`src/rtl/snake_game_pkg.sv`:
```
// snake_game_pkg: shared state encodings, widths and move-period scheduling helper
package snake_game_pkg;
    localparam int STATE_W           = 3;
    localparam int TICK_DIV_INIT_DEF = 25000000;
    localparam int CNT_W             = $clog2(TICK_DIV_INIT_DEF + 1);

    typedef enum logic [STATE_W-1:0] {
        S_IDLE  = 3'd0,
        S_CLEAR = 3'd1,
        S_PLAY  = 3'd2,
        S_OVER  = 3'd3,
        S_PAUSE = 3'd4
    } state_t;

    function automatic logic [CNT_W-1:0] next_period(input logic [CNT_W-1:0] p, input int unsigned step,
                                                     input int unsigned floor_p);
        return (p >= CNT_W'(floor_p + step)) ? p - CNT_W'(step) : CNT_W'(floor_p);
    endfunction
endpackage

```
`src/rtl/snake_game_if.sv`:
```
// snake_game_if: user/engine inputs and game status outputs of the sequencer
interface snake_game_if #(parameter int SCORE_W = 8);
    import snake_game_pkg::*;
    logic               start_btn, collision, food_eaten;
    logic               game_clear, move_tick, game_over;
    logic [STATE_W-1:0] state;
    logic [SCORE_W-1:0] score, high_score;

    modport master (output start_btn, collision, food_eaten,
                    input  game_clear, move_tick, game_over, state, score, high_score);
    modport slave  (input  start_btn, collision, food_eaten,
                    output game_clear, move_tick, game_over, state, score, high_score);
endinterface

```
`src/rtl/snake_tick_divider.sv`:
```
// snake_tick_divider: programmable-period cycle counter emitting a one-cycle tick on wrap
module snake_tick_divider
    import snake_game_pkg::*;
(
    input  logic             clock,
    input  logic             reset,
    input  logic             i_en,
    input  logic             i_clr,
    input  logic [CNT_W-1:0] i_period,
    output logic             o_tick
);
    logic [CNT_W-1:0] r_cnt;
    logic             w_wrap;

    // >= rather than == so a period that shrank below the count fires right away
    assign w_wrap = r_cnt >= i_period - CNT_W'(1);
    assign o_tick = i_en & w_wrap;

    always_ff @(posedge clock) begin
        if (reset || i_clr)
            r_cnt <= '0;
        else if (i_en)
            r_cnt <= w_wrap ? '0 : r_cnt + CNT_W'(1);
    end
endmodule

```
`src/rtl/snake_game_sequencer.sv`:
```
// snake_game_sequencer: game flow FSM with score-driven move rate; SNAKE_PAUSE_EN adds a PAUSE state
module snake_game_sequencer
    import snake_game_pkg::*;
#(
    parameter int TICK_DIV_INIT    = TICK_DIV_INIT_DEF,
    parameter int TICK_DIV_MIN     = 5000000,
    parameter int TICK_DIV_STEP    = 1000000,
    parameter int CLR_CYCLES       = 16,
    parameter int OVER_HOLD_CYCLES = 50000000,
    parameter int SCORE_W          = 8
) (
    input logic         clock,
    input logic         reset,
    snake_game_if.slave bus
);
    localparam int PH_MAX = (CLR_CYCLES > OVER_HOLD_CYCLES) ? CLR_CYCLES : OVER_HOLD_CYCLES;
    localparam int PH_W   = $clog2(PH_MAX + 1);

    state_t             r_state, w_next;
    logic               r_prev, w_start_edge, w_enter_clr, w_play_en, w_food, w_tick;
    logic [PH_W-1:0]    r_ph_cnt;
    logic [SCORE_W-1:0] r_score, r_high;
    logic [CNT_W-1:0]   r_period;

    assign w_start_edge = bus.start_btn & ~r_prev;
    assign w_enter_clr  = (w_next == S_CLEAR) && (r_state != S_CLEAR);
    assign w_play_en    = (r_state == S_PLAY) && !bus.collision;
    assign w_food       = w_play_en && bus.food_eaten;

    snake_tick_divider u_div (
        .clock    (clock),
        .reset    (reset),
        .i_en     (w_play_en),
        .i_clr    (w_enter_clr),
        .i_period (r_period),
        .o_tick   (w_tick)
    );

    always_ff @(posedge clock) r_state <= reset ? S_IDLE : w_next;

    always_comb begin
        w_next         = r_state;
        bus.game_clear = (r_state == S_CLEAR);
        bus.game_over  = (r_state == S_OVER);
        bus.move_tick  = w_tick;
        bus.state      = r_state;
        bus.score      = r_score;
        bus.high_score = r_high;
        case (r_state)
            S_IDLE:  w_next = w_start_edge ? S_CLEAR : S_IDLE;
            S_CLEAR: w_next = (r_ph_cnt == PH_W'(CLR_CYCLES - 1)) ? S_PLAY : S_CLEAR;
`ifdef SNAKE_PAUSE_EN
            S_PLAY:  w_next = bus.collision ? S_OVER : (w_start_edge ? S_PAUSE : S_PLAY);
            S_PAUSE: w_next = w_start_edge ? S_PLAY : S_PAUSE;
`else
            S_PLAY:  w_next = bus.collision ? S_OVER : S_PLAY;
`endif
            // edges inside the hold window are dropped, not remembered
            S_OVER:  w_next = (w_start_edge && r_ph_cnt >= PH_W'(OVER_HOLD_CYCLES)) ? S_CLEAR : S_OVER;
            default: w_next = S_IDLE;
        endcase
    end

    always_ff @(posedge clock) begin
        if (reset) begin
            r_prev   <= 1'b0;
            r_ph_cnt <= '0;
            r_score  <= '0;
            r_high   <= '0;
            r_period <= CNT_W'(TICK_DIV_INIT);
        end else begin
            r_prev   <= bus.start_btn;
            r_ph_cnt <= (w_next != r_state) ? '0 : r_ph_cnt + PH_W'(r_ph_cnt != '1);
            if (w_enter_clr) begin
                r_score  <= '0;
                r_period <= CNT_W'(TICK_DIV_INIT);
            end else if (w_food) begin
                r_score  <= r_score + SCORE_W'(r_score != '1);
                r_period <= next_period(r_period, TICK_DIV_STEP, TICK_DIV_MIN);
            end
            if (r_state == S_OVER && r_score > r_high)
                r_high <= r_score;
        end
    end
endmodule
```
`src/flat_wrapper.sv`:
```
// flat-port wrapper written by rule: the top's interface ports become plain ports
module snake_game_sequencer_flat import snake_game_pkg::*;
#(
    parameter int TICK_DIV_INIT    = TICK_DIV_INIT_DEF,
    parameter int TICK_DIV_MIN     = 5000000,
    parameter int TICK_DIV_STEP    = 1000000,
    parameter int CLR_CYCLES       = 16,
    parameter int OVER_HOLD_CYCLES = 50000000,
    parameter int SCORE_W          = 8
)
  (clock, reset, bus_start_btn, bus_collision, bus_food_eaten, bus_game_clear, bus_move_tick, bus_game_over, bus_state, bus_score, bus_high_score);
  snake_game_if #(.SCORE_W(SCORE_W)) bus_i ();
  input logic clock;
  input logic reset;
  input wire logic [$bits(bus_i.start_btn)-1:0] bus_start_btn;
  input wire logic [$bits(bus_i.collision)-1:0] bus_collision;
  input wire logic [$bits(bus_i.food_eaten)-1:0] bus_food_eaten;
  output wire logic [$bits(bus_i.game_clear)-1:0] bus_game_clear;
  output wire logic [$bits(bus_i.move_tick)-1:0] bus_move_tick;
  output wire logic [$bits(bus_i.game_over)-1:0] bus_game_over;
  output wire logic [$bits(bus_i.state)-1:0] bus_state;
  output wire logic [$bits(bus_i.score)-1:0] bus_score;
  output wire logic [$bits(bus_i.high_score)-1:0] bus_high_score;
  assign bus_i.start_btn = bus_start_btn;
  assign bus_i.collision = bus_collision;
  assign bus_i.food_eaten = bus_food_eaten;
  assign bus_game_clear = bus_i.game_clear;
  assign bus_move_tick = bus_i.move_tick;
  assign bus_game_over = bus_i.game_over;
  assign bus_state = bus_i.state;
  assign bus_score = bus_i.score;
  assign bus_high_score = bus_i.high_score;
  snake_game_sequencer #(.TICK_DIV_INIT(TICK_DIV_INIT), .TICK_DIV_MIN(TICK_DIV_MIN), .TICK_DIV_STEP(TICK_DIV_STEP), .CLR_CYCLES(CLR_CYCLES), .OVER_HOLD_CYCLES(OVER_HOLD_CYCLES), .SCORE_W(SCORE_W)) u_core (.clock(clock), .reset(reset), .bus(bus_i));
endmodule
```
`config.mk`:
```
export PLATFORM = sky130hd
export DESIGN_NAME = snake_game_sequencer_flat
export DESIGN_NICKNAME = d
export VERILOG_FILES = /design/src/rtl/snake_game_pkg.sv /design/src/rtl/snake_game_if.sv /design/src/rtl/snake_tick_divider.sv /design/src/rtl/snake_game_sequencer.sv /design/src/flat_wrapper.sv
export SDC_FILE = /design/constraint.sdc
export NUM_CORES = 1
export LEC_CHECK = 0
export CORE_MARGIN = 2
export CORE_UTILIZATION = 60
export DETAILED_ROUTE_END_ITERATION = 8
export MAX_ROUTING_LAYER = met4
export PLACE_DENSITY_LB_ADDON = 0.12
export SLEW_MARGIN = 30
export SYNTH_ARGS = -nofsm -noshare
export SYNTH_HDL_FRONTEND = slang
export SYNTH_HIERARCHICAL = 1
export SYNTH_SLANG_ARGS = --single-unit
```
`constraint.sdc`:
```
create_clock -name clock -period 7.9 [get_ports clock]
set_clock_uncertainty 0.05 [all_clocks]
set_input_delay 0.79 -clock clock [delete_from_list [all_inputs] [get_ports clock]]
set_output_delay 0.79 -clock clock [all_outputs]
set_load 0.01 [all_outputs]
```
==> results of run 1 <==
## worst reg2reg max path, stage by stage (launching register included)
cell      delay, ns
dfxtp_1        0.41
or4_4          0.56
nor2_4         0.11
nand3_2        0.11
or3_1          0.47
nor3b_2        0.22
xnor2_1        0.09
ha_1           0.30
nand4_1        0.12
nor3_1         0.44
nand3_1        0.16
o311ai_0       0.64
a211oi_1       0.11
a31o_2         0.25
## final timing paths
path                                                             from                               endpoint  slack [ns]
worst max-delay path                  u_core/r_period[6]$_SDFFE_PP1P_                          bus_move_tick        2.35
worst min-delay path            u_core/bus.high_score[5]$_SDFFE_PP0P_  u_core/bus.high_score[5]$_SDFFE_PP0P_        0.45
worst max register to register        u_core/r_period[6]$_SDFFE_PP1P_     u_core/u_div/r_cnt[3]$_SDFFE_PP0P_        3.78
worst min register to register  u_core/bus.high_score[5]$_SDFFE_PP0P_  u_core/bus.high_score[5]$_SDFFE_PP0P_        0.45
## power by group through the flow
stage	sequential, mW	clock (mW)	combinational [mW]
detailed placement	0.462	0	0.0358
CTS	0.452	0.339	0.0358
global route	0.452	0.353	0.0425
global placement	0.462	0	0.0342
floorplan	0.462	0	0.0272
finish	0.452	0.330	0.0381
## Yosys cell counts, types with 5 or more instances
cell      count  area, um2
a21oi_1      30      150.1
nand2_1      61      229.0
and4_1        7      61.31
nor4_1        7      43.79
dfxtp_1      89       1782
and3_1        5      31.28
a21o_1        8      60.06
xor2_1       49      429.2
nor3_1       63      315.3
ha_1         41      513.0
a211oi_1      9      67.56
nor3_2        5      50.05
nor2_1       39      146.4
inv_1        22      82.58
nand4_1      24      150.1
buf_2         8      40.04
or4_1         8      60.06
o21ai_0      22      110.1
clkbuf_1      8      30.03
xnor2_1      36      315.3
nand3_1      41      205.2
o211ai_1      6      45.04
## logic make-up (layout without fill, tap and decap cells)
group,count (synthesis),after routing,share of synthesized area
buf+inv,44,67,0.03640
compound gates,102,102,0.1230
fa+ha+maj,41,41,0.09270
other cells,1,19,0.0006776
xor+xnor,85,85,0.1345
simple gates,297,297,0.2908
flops,89,89,0.3220
## cells in the final DEF (no fill, tap or decap), types with 3 or more instances in the layout
master           Yosys  final
and4_1               7      7
o31ai_1              4      4
nor3b_1              4      3
a211oi_1             9      9
ha_1                41     41
a21o_1               8      8
nor2_1              39     39
or4_1                8      8
nor2b_1              4      4
buf_4                1      3
nor3_2               5      5
o21ai_0             22     22
xnor2_1             36     36
nor3_1              63     63
clkbuf_8             0      9
dfxtp_1             89     89
nand4_1             24     24
and3_1               5      5
a21oi_1             30     30
o211ai_1             6      6
clkdlybuf4s50_1      0     25
nand2_1             61     61
inv_1               22     22
conb_1               1     19
nand2b_1             4      4
nor4_1               7      7
nand3_1             41     41
xor2_1              49     49
a31o_2               4      4
## state kept, by name, summed over array words and instances, names as in the netlist
signal	count
u_core/bus.high_score	8
u_core/bus.score	8
u_core/bus.state	2
u_core/r_period	19
u_core/r_ph_cnt	26
u_core/r_prev	1
u_core/u_div/r_cnt	25
## metal layers
| layer | global-route usage | vias up |
|---|---|---|
| met2 | 0.4475 | 101 |
| met4 | 0.07903 | 0 |
| met5 | - | - |
| met3 | 0.04526 | 23 |
| met1 | 0.3466 | 2318 |
| li1 | - | 2440 |
## per-stage QoR
step | setup WS [ns] | hold WS, ns
5_1_grt | 1.998 | 0.4754
3_5_place_dp | 2.780 | 0.4332
4_1_cts | 2.363 | 0.4490
2_1_floorplan | 3.647 | 0.4095
6_report | 2.349 | 0.4500
3_3_place_gp | 2.871 | 0.4271
## cell type report
class                   count  area, um2
flip-flops and latches     89       1782
fillers                   802       2995
multi-input cells         544       3623
clock buffers              10      127.6
repair buffers             29      284.0
well taps                 111      138.9
clock inverters             6      75.07
inverters                  22      82.58
==> key figures, run 1 <==
Floorplanning
  – Die Y: ~100 um
  – Die area: about 10000 um2
  – Initial Util: 0.6076
  – Core area: 9109 um2
  – Num ports: 27
  – Rows: 35
  – Die span in x: 100.0 um

Yosys
  – Flops & latches, synth: 89
  – Async S/R FF share, synth: 0
  – Prevailing post-synth register cell: dfxtp_1
  – Ys Warns: 6
  – Post-synthesis cell count: about 660
  – Post-synth EDFFs: 0
  – Sequential element share of the synthesized area: 0.3220
  – Cell variety after synth: 65
  – Synthesized area: 5534 um2
  – Syn_area_per_cell: 8.398 um2

Clocking
  – Sink Count: 89
  – H-tree depth: 3
  – Clk root buf: clkbuf_8
  – Setup bufs post-CTS: 0
  – CTS buffer count: 9
  – Hold-fix buffers, CTS: 0
  – Clk slew on worst S/H paths: 0.09 ns
  – Skew-Pair Late Insertion Delay: 0.37 ns
  – CTS max path bufs: 2
  – Post-cts resize count: 0
  – CTS tree: yes

Pwr
  – Combinational Power Share: 0.047
  – Flop pwr share: 0.551
  – Power Total: 819.7 uW
  – Lkg Pwr: 2.174 nW
  – PD cells: ~130 nW/um2
  – Clock share of power: 0.402
  – Pint: ~610 uW
  – Peak supply drop: 92.79 uV
  – NetSw: 205.8 uW
  – Net Sw Frac: 0.2511

GRT
  – Vias in the first global route: 4620
  – GRT overflow: 0
  – Global Route Usage Sum: 0.2720
  – Pin count of the biggest net entering global routing: 28
  – First-pass GRT wire length: ~22000 um
  – Initial antenna violation count: 0

Timing
  – F_max: 180.1 MHz
  – Crit path time final: 5.551 ns
  – Period utilization: 0.7027
  – Final setup vio count: 0
  – Setup_tns: 0 ns
  – Max-slew violations: 0
  – Relative max-transition margin: 0.3176
  – Unrepaired setup endpoints after global routing: no
  – Slew @ Worst Pin: between 1 and 1.5 ns
  – Final Hold Violating Endpoints: 0

Setup path
  – Crit Path Max Fanout: 21
  – CP endpoint kind: output pin
  – Crit-path leading delay family: simple AND/OR/NAND/NOR gates
  – Critical path type: reg -> out
  – CP startpoint kind: flip-flop
  – Crit path DAT: 4.71 ns
  – Critical path's slowest cell: clkdlybuf4s50_1
  – CP required: between 7 and 8 ns
  – Max incr delay on CP: about 0.57 ns
  – WP depth: 14
  – Cell Chain, Critical Path: or4_4, nor2_4, nand3_2, or3_1, nor3b_2, xnor2_1, ha_1, nand4_1, nor3_1, nand3_1, o311a_1, a21oi_1, buf_4, clkdlybuf4s50_1
  – CP Buf/Inv Count: 2
  – R2R cell count: 13

Final layout
  – Nets: 741
  – Non-filler cells, final: 811
  – Fraction of layout cells with a size suffix above 1: 0.06429
  – Design Area, Final: between 6000 and 7000 um2
  – Area grow syn2layout: 10.47%
  – Final core utilization: 0.6712
  – Ant diodes: 0

Route
  – M1 WL: 6034 um
  – Drt initial violations: 260
  – ANT nets after route: 0
  – DR DRC count: 0
  – DR top layer: met4
  – WL/cell: approximately 16 um
  – Routed WL: 12710 um
  – Met3 WL: 444 um
  – Metal2 WL: 5984 um
  – TritonRoute pass-1 iters: 7
  – Total number of vias: 4882
  – Vias/cell: 6.020

Place
  – Port bufs: 25
  – Area after DPL: a little under 6000 um2
  – GPL Wtd Cong: between 0.9 and 1
  – DP Cell Count: just under 800
  – Final HPWL DP: 9259 um

Job
  – Max Cap Viol: 0

Min path
  – Hold Path Cell Cnt: 2
  – Worst Hold Class: reg -> reg

Outcome
  – Outcome: finished, final reports clean
(Power assumes the default switching activity.)
==> run 2, diff against run 1 <==
Clock period 7.9 ns to 5.3 ns, I/O delays scaled along.
==> key figures, run 2 (synthesis gave the netlist of run 1 again) <==
Outcome
  – Outcome: finished, final reports clean

Floorplanning
  – Die area: roughly 10000 um2
  – Die span in x: 100.0 um
  – Core area: 9109 um2
  – Num ports: 27
  – Initial Util: 0.6076
  – Rows: 35
  – Die Y: 100.0 um

Clocking
  – CTS tree: yes
  – Clk root buf: clkbuf_8
  – Skew-Pair Late Insertion Delay: between 0.3 and 0.4 ns
  – Post-cts resize count: 0
  – Setup bufs post-CTS: 0
  – CTS buffer count: 9
  – Sink Count: between 80 and 90
  – CTS max path bufs: 2
  – Clk slew on worst S/H paths: 0.10 ns
  – Hold-fix buffers, CTS: 0
  – H-tree depth: 3

Final layout
  – Commonest non-fill, non-tap cell in the layout: dfxtp_1
  – Largest register FFs: 26
  – Commonest non-fill, non-tap cells in the layout: dfxtp_1 (89), nand2_1 (61), nor3_1 (61), xor2_1 (49)
  – Fraction of layout cells with a size suffix above 1: 0.06705
  – Ant diodes: 0
  – Nets: 742
  – Regs by FF count: u_core/r_ph_cnt: 26 flops, u_core/u_div/r_cnt: 25 flops, u_core/r_period: 19 flops
  – Area grow syn2layout: 10.24%
  – Largest Register: u_core/r_ph_cnt

Setup path
  – R2r setup slk: 1.29 ns
  – Max incr delay on CP: ~0.57 ns
  – Crit path DAT: 4.38 ns
  – CP required: 4.72 ns
  – Critical path type: reg -> out
  – Crit Path Max Fanout: 9
  – R2R cell count: 13
  – CP endpoint kind: output pin
  – Critical path's slowest cell: clkdlybuf4s50_1
  – CP startpoint kind: flip-flop
  – Reg2reg start: u_core/r_period[6]$_SDFFE_PP1P_
  – Cell Chain, Critical Path: or4_4, nor2_4, nand3_2, or3_1, nor3b_2, xnor2_1, ha_1, nand4_1, nor3_2, nand3_1, o311a_1, a21oi_1, clkdlybuf4s50_1
  – RR Endpoint: u_core/u_div/r_cnt[4]$_SDFFE_PP0P_

Route
  – WL/cell: 15.12 um
  – TritonRoute pass-1 iters: 4
  – DR DRC count: 0
  – ANT nets after route: 0
  – Drt initial violations: 243
  – Vias/cell: 5.937
  – Total number of vias: 4821
  – Routed WL: between 10000 and 15000 um

Timing
  – PnR worst setup slack: 0.3366 ns
  – Hold WS: 0.4457 ns
  – Max-slew violations: 0
  – Crit path time final: 4.963 ns
  – Unrepaired setup endpoints after global routing: no
  – F_max: 201.5 MHz
  – Final setup vio count: 0
  – Setup_tns: 0 ns
  – Period utilization: 0.9365
  – Slew @ Worst Pin: 0.9235 ns
  – Relative max-transition margin: 0.3787
  – Final Hold Violating Endpoints: 0

Place
  – Final HPWL DP: 8829 um
  – GPL Wtd Cong: ~0.9
  – Pre-CTS setup slack: 0.5877 ns
  – Port bufs: 25

GRT
  – Global Route Usage Sum: 0.2616
  – Initial antenna violation count: 0
  – GRT overflow: 0
  – Vias in the first global route: approximately 4.6k
  – First-pass GRT wire length: 20940 um
  – Pin count of the biggest net entering global routing: 28

Pwr
  – Power Total: 1.169 mW
  – Lkg Pwr: 2.163 nW
  – PD cells: 191.7 nW/um2
  – Peak supply drop: 132.4 uV

Min path
  – Hold Crit Endpoint: u_core/bus.high_score[6]$_SDFFE_PP0P_
  – Hold path startpoint: u_core/bus.high_score[6]$_SDFFE_PP0P_
  – Hold Path Cell Cnt: 2
  – Worst Hold Class: reg -> reg

Job
  – Max Cap Viol: 0
-- run 2: cell count changes in the layout (fill, tap and decap cells not counted), sizes merged --
| cell | before | now |
|---|---|---|
| buf | 4 | 5 |
| bufinv | 1 | 0 |
| clkinvlp | 1 | 2 |
-- run 2: area by class of cell --
cell class | count | area, um2
multi-input cells | 544 | 3628
fillers | 814 | 3008
flip-flops and latches | 89 | 1782
repair buffers | 30 | 291.5
well taps | 111 | 138.9
clock buffers | 10 | 127.6
inverters | 22 | 82.58
clock inverters | 6 | 50.05
-- run 2: metal layers --
metal	global-route usage	wire [um]
met4	0.08641	225
met2	0.4231	5752
met1	0.3352	5831
met3	0.04318	471
met5	-	0
-- run 2: worst max-delay path: cells and delay by family, from the launching register on --
| kind | cells | cell delay (ns) |
|---|---|---|
| AOI/OAI and AO/OA | 2 | 0.59 |
| xor gates and xnor gates | 1 | 0.09 |
| adders and majority gates | 1 | 0.29 |
| buffers and inverters | 1 | 0.57 |
| DFF | 1 | 0.41 |
| and+or+nand+nor | 8 | 2.06 |
-- run 2: report_power, final --
group	internal, mW	leakage (nW)	switching, mW
clock network	0.176	0.0835	0.264
logic	0.0193	1.36	0.0371
registers	0.671	0.718	0.00280
total	0.866	2.16	0.304
-- run 2: through the flow --
step	area, um2	util	std cells
final	6101	0.6698	812
after global routing	6101	0.6698	812
after detailed placement	5902	0.6479	795
after global placement	5902	0.6479	795
after CTS	6080	0.6674	811
after floorplan	5602	-	677
-- run 2: how the worst max path moves through the flow --
stage,start,endpoint,slack [ns],depth (start not counted)
final,u_core/r_period[6]$_SDFFE_PP1P_,bus_move_tick,0.34,13
after CTS,u_core/r_period[6]$_SDFFE_PP1P_,bus_move_tick,0.17,13
after floorplan,u_core/r_period[6]$_SDFFE_PP1P_,bus_move_tick,1.31,14
after global placement,u_core/r_period[6]$_SDFFE_PP1P_,bus_move_tick,0.69,13
after global routing,u_core/r_period[6]$_SDFFE_PP1P_,bus_move_tick,0.06,13
after detailed placement,u_core/r_period[6]$_SDFFE_PP1P_,bus_move_tick,0.59,13
